`src/rtl/multicycle_control.sv`:
```
// Multicycle MIPS control FSM with MemReady handshake and memory-timeout abort.
// Build option: define MULTICYCLE_CONTROL_JAL_EN to decode OpCode 0x03 as jal.
module multicycle_control #(
   parameter int unsigned MEM_TIMEOUT = 15,
   parameter int unsigned CNT_W       = 8
) (
   input  logic       clk,
   input  logic       reset,
   input  logic [5:0] OpCode,
   input  logic [5:0] funct,
   input  logic       Zero,
   input  logic       MemReady,
   output logic       PCWrite,
   output logic       PCWriteCond,
   output logic       IorD,
   output logic       MemRead,
   output logic       MemWrite,
   output logic       IRWrite,
   output logic       MemtoReg,
   output logic [1:0] RegDst,
   output logic       RegWrite,
   output logic       ALUSrcA,
   output logic [1:0] ALUSrcB,
   output logic [1:0] ALUOp,
   output logic [1:0] PCSource,
   output logic       Fault,
   output logic [3:0] State
);

   typedef enum logic [3:0] {
      S_FETCH  = 4'd0,
      S_DECODE = 4'd1,
      S_MEMADR = 4'd2,
      S_MEMRD  = 4'd3,
      S_MEMWB  = 4'd4,
      S_MEMWR  = 4'd5,
      S_RTYPE  = 4'd6,
      S_RWB    = 4'd7,
      S_BRANCH = 4'd8,
      S_ADDIEX = 4'd9,
      S_ADDIWB = 4'd10,
      S_JUMP   = 4'd11,
      S_JAL    = 4'd12
   } state_t;

   localparam logic [CNT_W-1:0] CNT_MAX = CNT_W'(MEM_TIMEOUT);

   state_t           state_q, state_d;
   logic [CNT_W-1:0] cnt_q, cnt_d;
   logic             fault_q, fault_d;
   logic             abort_q, abort_d;
   logic             wait_st;
   logic             timeout;

   // funct goes straight to ALU control and Zero qualifies PCWriteCond in the datapath.
   logic unused_ok;
   assign unused_ok = ^{funct, Zero};

   // abort_q marks the first FETCH after a timeout: the request stays dropped for that cycle.
   assign wait_st = (state_q == S_FETCH || state_q == S_MEMRD || state_q == S_MEMWR) && !abort_q;
   assign timeout = wait_st && !MemReady && (cnt_q == CNT_MAX);

   always_comb begin
      state_d = state_q;
      fault_d = 1'b0;
      abort_d = 1'b0;
      case (state_q)
         S_FETCH:  if (!abort_q && MemReady) state_d = S_DECODE;
         S_DECODE: begin
            case (OpCode)
               6'h00:        state_d = S_RTYPE;
               6'h23, 6'h2B: state_d = S_MEMADR;
               6'h04:        state_d = S_BRANCH;
               6'h08:        state_d = S_ADDIEX;
               6'h02, 6'h1A: state_d = S_JUMP;
`ifdef MULTICYCLE_CONTROL_JAL_EN
               6'h03:        state_d = S_JAL;
`endif
               default: begin
                  state_d = S_FETCH;
                  fault_d = 1'b1;
               end
            endcase
         end
         S_MEMADR: state_d = (OpCode == 6'h2B) ? S_MEMWR : S_MEMRD;
         S_MEMRD:  if (MemReady) state_d = S_MEMWB;
         S_MEMWR:  if (MemReady) state_d = S_FETCH;
         S_RTYPE:  state_d = S_RWB;
         S_ADDIEX: state_d = S_ADDIWB;
         default:  state_d = S_FETCH;
      endcase
      if (timeout) begin
         state_d = S_FETCH;
         fault_d = 1'b1;
         abort_d = 1'b1;
      end
   end

   always_comb begin
      if (!wait_st || timeout || state_d != state_q) begin
         cnt_d = '0;
      end else if (!MemReady && cnt_q != CNT_MAX) begin
         cnt_d = cnt_q + CNT_W'(1);
      end else begin
         cnt_d = cnt_q;
      end
   end

   always_ff @(posedge clk) begin
      if (reset) begin
         state_q <= S_FETCH;
         cnt_q   <= '0;
         fault_q <= 1'b0;
         abort_q <= 1'b0;
      end else begin
         state_q <= state_d;
         cnt_q   <= cnt_d;
         fault_q <= fault_d;
         abort_q <= abort_d;
      end
   end

   // Outputs are forced low while reset is high so no enable escapes mid-instruction.
   always_comb begin
      PCWrite     = 1'b0;
      PCWriteCond = 1'b0;
      IorD        = 1'b0;
      MemRead     = 1'b0;
      MemWrite    = 1'b0;
      IRWrite     = 1'b0;
      MemtoReg    = 1'b0;
      RegDst      = 2'd0;
      RegWrite    = 1'b0;
      ALUSrcA     = 1'b0;
      ALUSrcB     = 2'd0;
      ALUOp       = 2'd0;
      PCSource    = 2'd0;
      Fault       = 1'b0;
      State       = 4'd0;
      if (!reset) begin
         State = state_q;
         Fault = fault_q;
         case (state_q)
            S_FETCH: begin
               MemRead = !abort_q;
               ALUSrcB = 2'd1;
               IRWrite = MemReady && !abort_q;
               PCWrite = MemReady && !abort_q;
            end
            S_DECODE: ALUSrcB = 2'd3;
            S_MEMADR: begin
               ALUSrcA = 1'b1;
               ALUSrcB = 2'd2;
            end
            S_MEMRD: begin
               MemRead = 1'b1;
               IorD    = 1'b1;
            end
            S_MEMWB: begin
               RegWrite = 1'b1;
               MemtoReg = 1'b1;
            end
            S_MEMWR: begin
               MemWrite = 1'b1;
               IorD     = 1'b1;
            end
            S_RTYPE: begin
               ALUSrcA = 1'b1;
               ALUOp   = 2'd2;
            end
            S_RWB: begin
               RegWrite = 1'b1;
               RegDst   = 2'd1;
            end
            S_BRANCH: begin
               ALUSrcA     = 1'b1;
               ALUOp       = 2'd1;
               PCWriteCond = 1'b1;
               PCSource    = 2'd1;
            end
            S_ADDIEX: begin
               ALUSrcA = 1'b1;
               ALUSrcB = 2'd2;
            end
            S_ADDIWB: RegWrite = 1'b1;
            S_JUMP: begin
               PCWrite  = 1'b1;
               PCSource = 2'd2;
            end
`ifdef MULTICYCLE_CONTROL_JAL_EN
            S_JAL: begin
               PCWrite  = 1'b1;
               PCSource = 2'd2;
               RegWrite = 1'b1;
               RegDst   = 2'd2;
            end
`endif
            default: ;
         endcase
      end
   end

endmodule

```
`config.mk`:
```
export PLATFORM = sky130hd
export DESIGN_NAME = multicycle_control
export DESIGN_NICKNAME = d
export VERILOG_FILES = /design/src/rtl/multicycle_control.sv
export SDC_FILE = /design/constraint.sdc
export NUM_CORES = 1
export LEC_CHECK = 0
export BUFFER_PORTS_ARGS = -buffer_cell sky130_fd_sc_hd__buf_4
export CORE_MARGIN = 4
export CORE_UTILIZATION = 51
export CTS_BUF_LIST = sky130_fd_sc_hd__clkbuf_16
export DETAILED_ROUTE_END_ITERATION = 8
export GPL_TIMING_DRIVEN = 1
export PLACE_DENSITY = 0.76
export SLEW_MARGIN = 20
export SYNTH_ARGS = -nofsm -noshare
export SYNTH_HDL_FRONTEND = slang
export SYNTH_SLANG_ARGS = --single-unit
```
`constraint.sdc`:
```
create_clock -name clk -period 2.5 [get_ports clk]
set_clock_uncertainty 0.15 [all_clocks]
set_input_delay 0.25 -clock clk [delete_from_list [all_inputs] [get_ports clk]]
set_output_delay 0.25 -clock clk [all_outputs]
set_load 0.02 [all_outputs]
```
After elaboration in Yosys (flattened, before gate mapping)

Cells that the tools add are included.

Register bits after elaboration: 14
Input port bits: 16
Output and inout bits: 22

Add/sub/neg operators: 1
Equality and inequality tests: 20
Multiplexer cells: 39
Reduce and logical (&&, ||, !) cells: 22

Operators with widths:

| kind                | count |
|---|---|
| $pmux 4 s7          | 1 |
| $mux 1              | 23 |
| $mux 4              | 5 |
| $pmux 4 s5          | 1 |
| $eq 4x3->1 const B  | 4 |
| $eq 4x4->1 const B  | 4 |
| $eq 6x6->1 const B  | 2 |
| $reduce_or 2->1     | 5 |
| $add 8x1->8 const B | 1 |
| $eq 4x2->1 const B  | 2 |
| $eq 8x4->1 const B  | 1 |
| $ne 8x4->1 const B  | 1 |
| $pmux 2 s2          | 2 |
| $reduce_or 7->1     | 1 |
| $eq 6x2->1 const B  | 1 |
| $eq 6x3->1 const B  | 1 |
| $eq 6x4->1 const B  | 1 |
| $eq 6x5->1 const B  | 1 |
| $logic_not 6->1     | 1 |
| $mux 2              | 3 |
| $pmux 2 s3          | 1 |
| $logic_and 1x1->1   | 5 |
| $eq 4x1->1 const B  | 1 |
| $logic_not 4->1     | 1 |
| 7 further kinds     | 13 |

Longest topological paths before layout

Gate-level depths: netlist (run 1).

Word-level depth: 10
Gate-level depth with buffers: 7
Mapped depth without buffers: 7

Worst setup path after synthesis (run 1)

No wires, ideal clock.

Path type: reg-to-output
Start: register state_q[2]
End: output PCWrite
Data arrival time: 2,050 ps
Path slack: 50 ps
Cell stages (with the launch flop): 6
Path buffers: 2
Path through: dfxtp_1 buf_6 clkbuf_1 or3_1 nor4bb_1 or2_2

Cells in the longest elaborated chain, start to end: 3

Ends and longest elaborated chain:

| what                                                 | RTL line | text |
|---|---|---|
| start, declared                                      | 48       | `state_t state_q, state_d;` |
| start signal, assigned                               | 116      | `state_q <= state_d;` |
| $eq 4x4->1 / $logic_not 4->1 (equally long branches) | 143      | `case (state_q)` |
| $pmux 1 s2 *                                         | 143      |  |
| $mux 1 *                                             | 140      | `if (!reset) begin` |
| end, declared                                        | 13       | `output logic PCWrite,` |

Every way passes the cells marked *; elsewhere a longest branch is shown, timed or not.

Worst setup path in the final report (run 1)

Start: register state_q[3]
End: output PCWrite

The elaborated chain is that of the path after synthesis.

==> results of run 1 <==
worst max-delay path, cell delays in order, from the launching register on:
cell and delay, ps:
dfxtp_1 370, buf_4 190, or3_1 420, nor4bb_1 400, or2_2 180, buf_4 130
kinds of logic (layout without fill, tap and decap cells):
kind of cell / Yosys count / after routing / share of synthesized area
other: 1 / 1 / 0.00310
AO/OA/AOI/OAI: 24 / 24 / 0.161
AND/OR/NAND/NOR: 87 / 87 / 0.427
flip-flops: 14 / 14 / 0.231
XOR/XNOR: 10 / 10 / 0.0785
multiplexers: 2 / 2 / 0.0176
adder cells (fa/ha/maj): 1 / 1 / 0.0103
buffers and inverters: 15 / 40 / 0.0713
report_power, final:
part | internal, mW | switching, mW | leakage, nW
logic | 0.0580 | 0.0760 | 0.432
clock network | 0.212 | 0.0942 | 0.0385
registers | 0.228 | 0.00543 | 0.113
final timing paths:
check	from	end	slack (ps)	cells past startpoint
max	state_q[3]	PCWrite	160	5
min	reset	abort_q	180	2
max reg2reg	state_q[1]	cnt_q[6]	170	6
min reg2reg	cnt_q[1]	cnt_q[1]	410	2
metrics by stage:
stage / std cells / total power [mW] / hold slack (ps)
after global placement: 203 / 0.365 / 389
after floorplan: 154 / 0.328 / 307
after CTS: 207 / 0.672 / 176
after global routing: 207 / 0.700 / 206
after detailed placement: 203 / 0.369 / 400
final: 207 / 0.673 / 179
metal layers:
metal / part of all wire / vias to the layer above / wire (um) / GRT usage
li1: - / 623 / - / -
met3: 0.058 / 8 / 182 / 0.0552
met4: 0.020 / 0 / 63 / 0.0530
met1: 0.46 / 594 / 1460 / 0.263
met2: 0.46 / 38 / 1450 / 0.335
met5: 0 / - / 0 / 0
synth_stat cells (all sizes together), types with 2 or more instances:
cell / instances
nor2: 17
dfxtp: 14
nor3: 13
a21oi: 9
buf: 8
nor4: 8
nand2: 6
xnor2: 6
clkbuf: 5
nand3: 5
nor2b: 5
and3: 4
nand2b: 4
xor2: 4
and2: 3
nor3b: 3
o21ai: 3
a211oi: 2
inv: 2
nand3b: 2
nand4: 2
nor4bb: 2
or3: 2
or3b: 2
state kept, by name, indices dropped and copies added (netlist names):
register / count
cnt_q: 8
fault_q: 1
abort_q: 1
state_q: 4
layout by cell type, fill, tap and decap left out, drive strengths merged, types with 3 or more instances in the layout:
cell type	n
dfxtp	14
nor2b	5
nor3b	3
a21oi	9
xor2	4
nand2	6
nand3	5
and2	3
clkbuf	3
nand2b	4
nor2	17
buf	34
nor3	13
nor4	8
and3	4
xnor2	6
o21ai	3
final cells by class:
cell class	count	area share
Multi-Input combinational cell	125	0.562
Tap cell	28	0.0233
Inverter	2	0.00500
Timing Repair Buffer	34	0.170
Clock buffer	3	0.0500
Sequential cell	14	0.187
Clock inverter	1	0.00250
==> results.json, run 1 <==
{
  "start_kind": "register",
  "first_pass_iters": 4,
  "post_drt_via_cell_ratio": 6.10,
  "post-cts-setup-buffers": 0,
  "antenna_found_initial": 0,
  "gp_congestion": 0.912,
  "grt_overflow": 0,
  "syn_area_per_cell_um2": 7.86,
  "synth-edff-count": 0,
  "syn_area_mm2": 0.00121,
  "finalCritPeriodShare": 0.935,
  "vias": 1263,
  "setup_viol": 0,
  "cts_max_level": 1,
  "die-area_mm2": 0.00322,
  "cts_tree": "built",
  "p_per_area_mw_per_mm2": 448,
  "cts_resized": 0,
  "wire_per_inst_um": 15.2,
  "seq_area_um2": 280,
  "crit_fanout": 9,
  "ys_seq_area_frac": 0.231,
  "critPathKind": "reg -> out",
  "syn2layout_area_growth_pct": 24.0,
  "drt_iter0_drc": 22,
  "stdcell_area_mm2": 0.00150,
  "worst_slack_ps": 162,
  "fp.dieH_um": 56.7,
  "ys_seq_elements": 14,
  "core_mm2": 0.00223,
  "drc": 0,
  "grt_usage": 0.204,
  "synth_top_area_share": 0.231,
  "grt_pass1_wl_um": 5310,
  "peakVddDrop_mv": 0.551,
  "nFillCells": 205,
  "io_pins": 38,
  "required_ps": 2100,
  "n_antenna_cell": 0,
  "critPathArrivalTime_ps": 1940,
  "dp_hpwl_um": 2250,
  "start_util": 0.542,
  "grt_max_degree": 21,
  "multi_input_area_um2": 845,
  "drive_gt1_frac": 0.257,
  "drt-total-wl_um": 3150,
  "cts-root-buf": "clkbuf_16",
  "post-place-ws_ps": 202,
  "dpl-instance-area_mm2": 0.00142,
  "numCtsBuffers": 3,
  "worst_setup_path_end_kind": "output pin",
  "syn_nets": 171,
  "report.final.slew_viol_count": 0,
  "drtAntennaViolNets": 0,
  "rsz0062_at_grt": "no",
  "fin_util": 0.672,
  "clkSlewWorstSetupHoldPaths_ps": 50,
  "fmax_mhz": 428,
  "std_cell_rows": 17,
  "port_buffers": 29,
  "min_path_type": "in -> reg",
  "final-hold-violation-count": 0,
  "grt_pass1_vias": 1158,
  "finalSetupTns_ps": 0,
  "ys_top_cells_by_area": "dfxtp_1, nor2_1, nor3_1, nor4_1, a21oi_1",
  "p_leak_nw": 0.584,
  "nets": 197,
  "cts.sinks": 14,
  "slew_headroom": 0.616,
  "insertion_delay_ps": 250,
  "yosys.area.top_type": "dfxtp_1",
  "ys_warn_count": 0,
  "async_reset_ff_frac": 0,
  "tightest_slew_ps": 571,
  "synth.distinct_cells": 51,
  "cts_hold_buf": 0,
  "synthCells": 154,
  "maxCapViolations": 0,
  "dieWidth_um": 56.7,
  "synth_flop_cell": "dfxtp_1",
  "period_minus_slack_ps": 2340,
  "cts.path.max_buffers": 2,
  "status": "finished, final reports clean"
}
No activity file was read; power rests on OpenSTA's default activity.
==> run 2, diff against run 1 <==
CORE_ASPECT_RATIO = 1.25   (was not set)
==> run 2 against run 1 <==
  * Routed wire length shrank 6.2%
  * Largest cell class unchanged
  * Worst hold slack got worse by 8.1 ps
  * Design area increased by 1.0%
==> results.json, run 2 (synthesis gave the netlist of run 1 again) <==
{
  "status": "finished, final reports clean",
  "grt_pass1_wl_um": 5000,
  "cp-endpoint": "PCWrite",
  "setup_viol": 0,
  "maxCapViolations": 0,
  "finalSetupTns_ps": 0,
  "wire_per_inst_um": 14.0,
  "p_leak_nw": 0.593,
  "grt_usage": 0.194,
  "gp_congestion": 0.891,
  "nets": 199,
  "report.final.slew_viol_count": 0,
  "dp.cells": 207,
  "antenna_found_initial": 0,
  "crit_family": "simple AND/OR/NAND/NOR gates",
  "critPathKind": "reg -> out",
  "rr_endpoint": "cnt_q[4]",
  "syn2layout_area_growth_pct": 25.2,
  "cts.sinks": 14,
  "crit_fanout": 8,
  "core_mm2": 0.00223,
  "drt-total-wl_um": 2960,
  "drtAntennaViolNets": 0,
  "r2r_slack_ps": 200,
  "final_cells": 211,
  "final-hold-violation-count": 0,
  "worst_slack_ps": 195,
  "rsz0062_at_grt": "no",
  "required_ps": 2100,
  "cts_tree": "built",
  "largest_registers": "cnt_q x8, state_q x4",
  "mostFrequentLayoutCell": "buf_4",
  "grt_max_degree": 21,
  "cts.path.max_buffers": 2,
  "startpoint": "state_q[2]",
  "clkSlewWorstSetupHoldPaths_ps": 40,
  "p_per_area_mw_per_mm2": 433,
  "slew_headroom": 0.579,
  "worst-r2r-cell-count": 6,
  "dieWidth_um": 51.6,
  "cts_max_level": 1,
  "fin_util": 0.679,
  "drt_iter0_drc": 31,
  "path_cells": "buf_4, or3_1, nor4bb_1, or2_2, buf_4",
  "stdcell_area_mm2": 0.00152,
  "first_pass_iters": 4,
  "start_kind": "register",
  "cts-root-buf": "clkbuf_16",
  "grt_pass1_vias": 1173,
  "drive_gt1_frac": 0.267,
  "final_cell_mix": "buf_4, nor2_1, dfxtp_1",
  "numCtsBuffers": 3,
  "post-place-ws_ps": 188,
  "r2r_start": "state_q[0]",
  "critPathSlowestCell": "nor4bb_1",
  "start_util": 0.542,
  "regMostFlops": "cnt_q",
  "critPathArrivalTime_ps": 1910,
  "crit_top_cell": "buf_4",
  "dpl-instance-area_mm2": 0.00143,
  "insertion_delay_ps": 240,
  "post_drt_via_cell_ratio": 5.82,
  "min_path_type": "in -> reg",
  "finalCritPeriodShare": 0.922,
  "fp.dieH_um": 62.5,
  "std_cell_rows": 19,
  "peakVddDrop_mv": 0.495,
  "fmax_mhz": 434,
  "critPathMaxStageDelay_ps": 410,
  "drc": 0,
  "path_buf_inv": 2,
  "port_buffers": 29,
  "die-area_mm2": 0.00322,
  "tightest_slew_ps": 626,
  "vias": 1228,
  "path_depth": 5,
  "n_antenna_cell": 0,
  "worst_setup_path_end_kind": "output pin",
  "dp_hpwl_um": 2220,
  "io_pins": 38,
  "grt_overflow": 0,
  "largest_register_ffs": 8,
  "cts_resized": 0,
  "period_minus_slack_ps": 2310,
  "nFillCells": 201
}
## run 2: cell types whose count changed in the layout (fill, tap and decap cells not counted), sizes merged
cell / previous run / this run
buf: 34 / 36
clkinv: 1 / 0
## run 2: stage by stage
step / hold slack (ps) / power, mW
after floorplan: 307 / 0.328
after global placement: 392 / 0.364
after detailed placement: 413 / 0.367
after CTS: 173 / 0.662
after global routing: 196 / 0.688
final: 171 / 0.657
## run 2: power by group
| group | total, mW | internal, mW | switching (mW) |
|---|---|---|---|
| registers | 0.235 | 0.228 | 0.00676 |
| clock network | 0.291 | 0.208 | 0.0826 |
| logic | 0.131 | 0.0583 | 0.0725 |
| total | 0.657 | 0.495 | 0.162 |
## run 2: what timing repair did
action                     CTS  global route
setup endpoints to repair    0             2
setup buffers                0             1
hold buffers                 0             0
## run 2: metal layers
metal  global-route usage  routed length [um]  share of wire
met1                0.209                1200           0.41
met2                0.354                1590           0.54
met3               0.0334                 109          0.037
met4               0.0852                  59          0.020
met5                    0                   0              0
## run 2: worst min-delay path by stage
stage	from	endpoint	slack [ps]	depth (start not counted)
floorplan	OpCode[5]	state_q[3]	310	3
global placement	cnt_q[1]	cnt_q[1]	390	2
detailed placement	cnt_q[3]	cnt_q[3]	410	2
CTS	reset	fault_q	170	2
global route	reset	fault_q	200	2
finish	reset	fault_q	170	2
## run 2: layout make-up
class / count / area, um^2 / area share
multi-input combinational: 125 / 845 / 0.557
sequential: 14 / 280 / 0.185
timing repair buffer: 36 / 270 / 0.178
clock buffer: 3 / 75.1 / 0.0495
tap: 31 / 38.8 / 0.0256
inverter: 2 / 7.51 / 0.00495
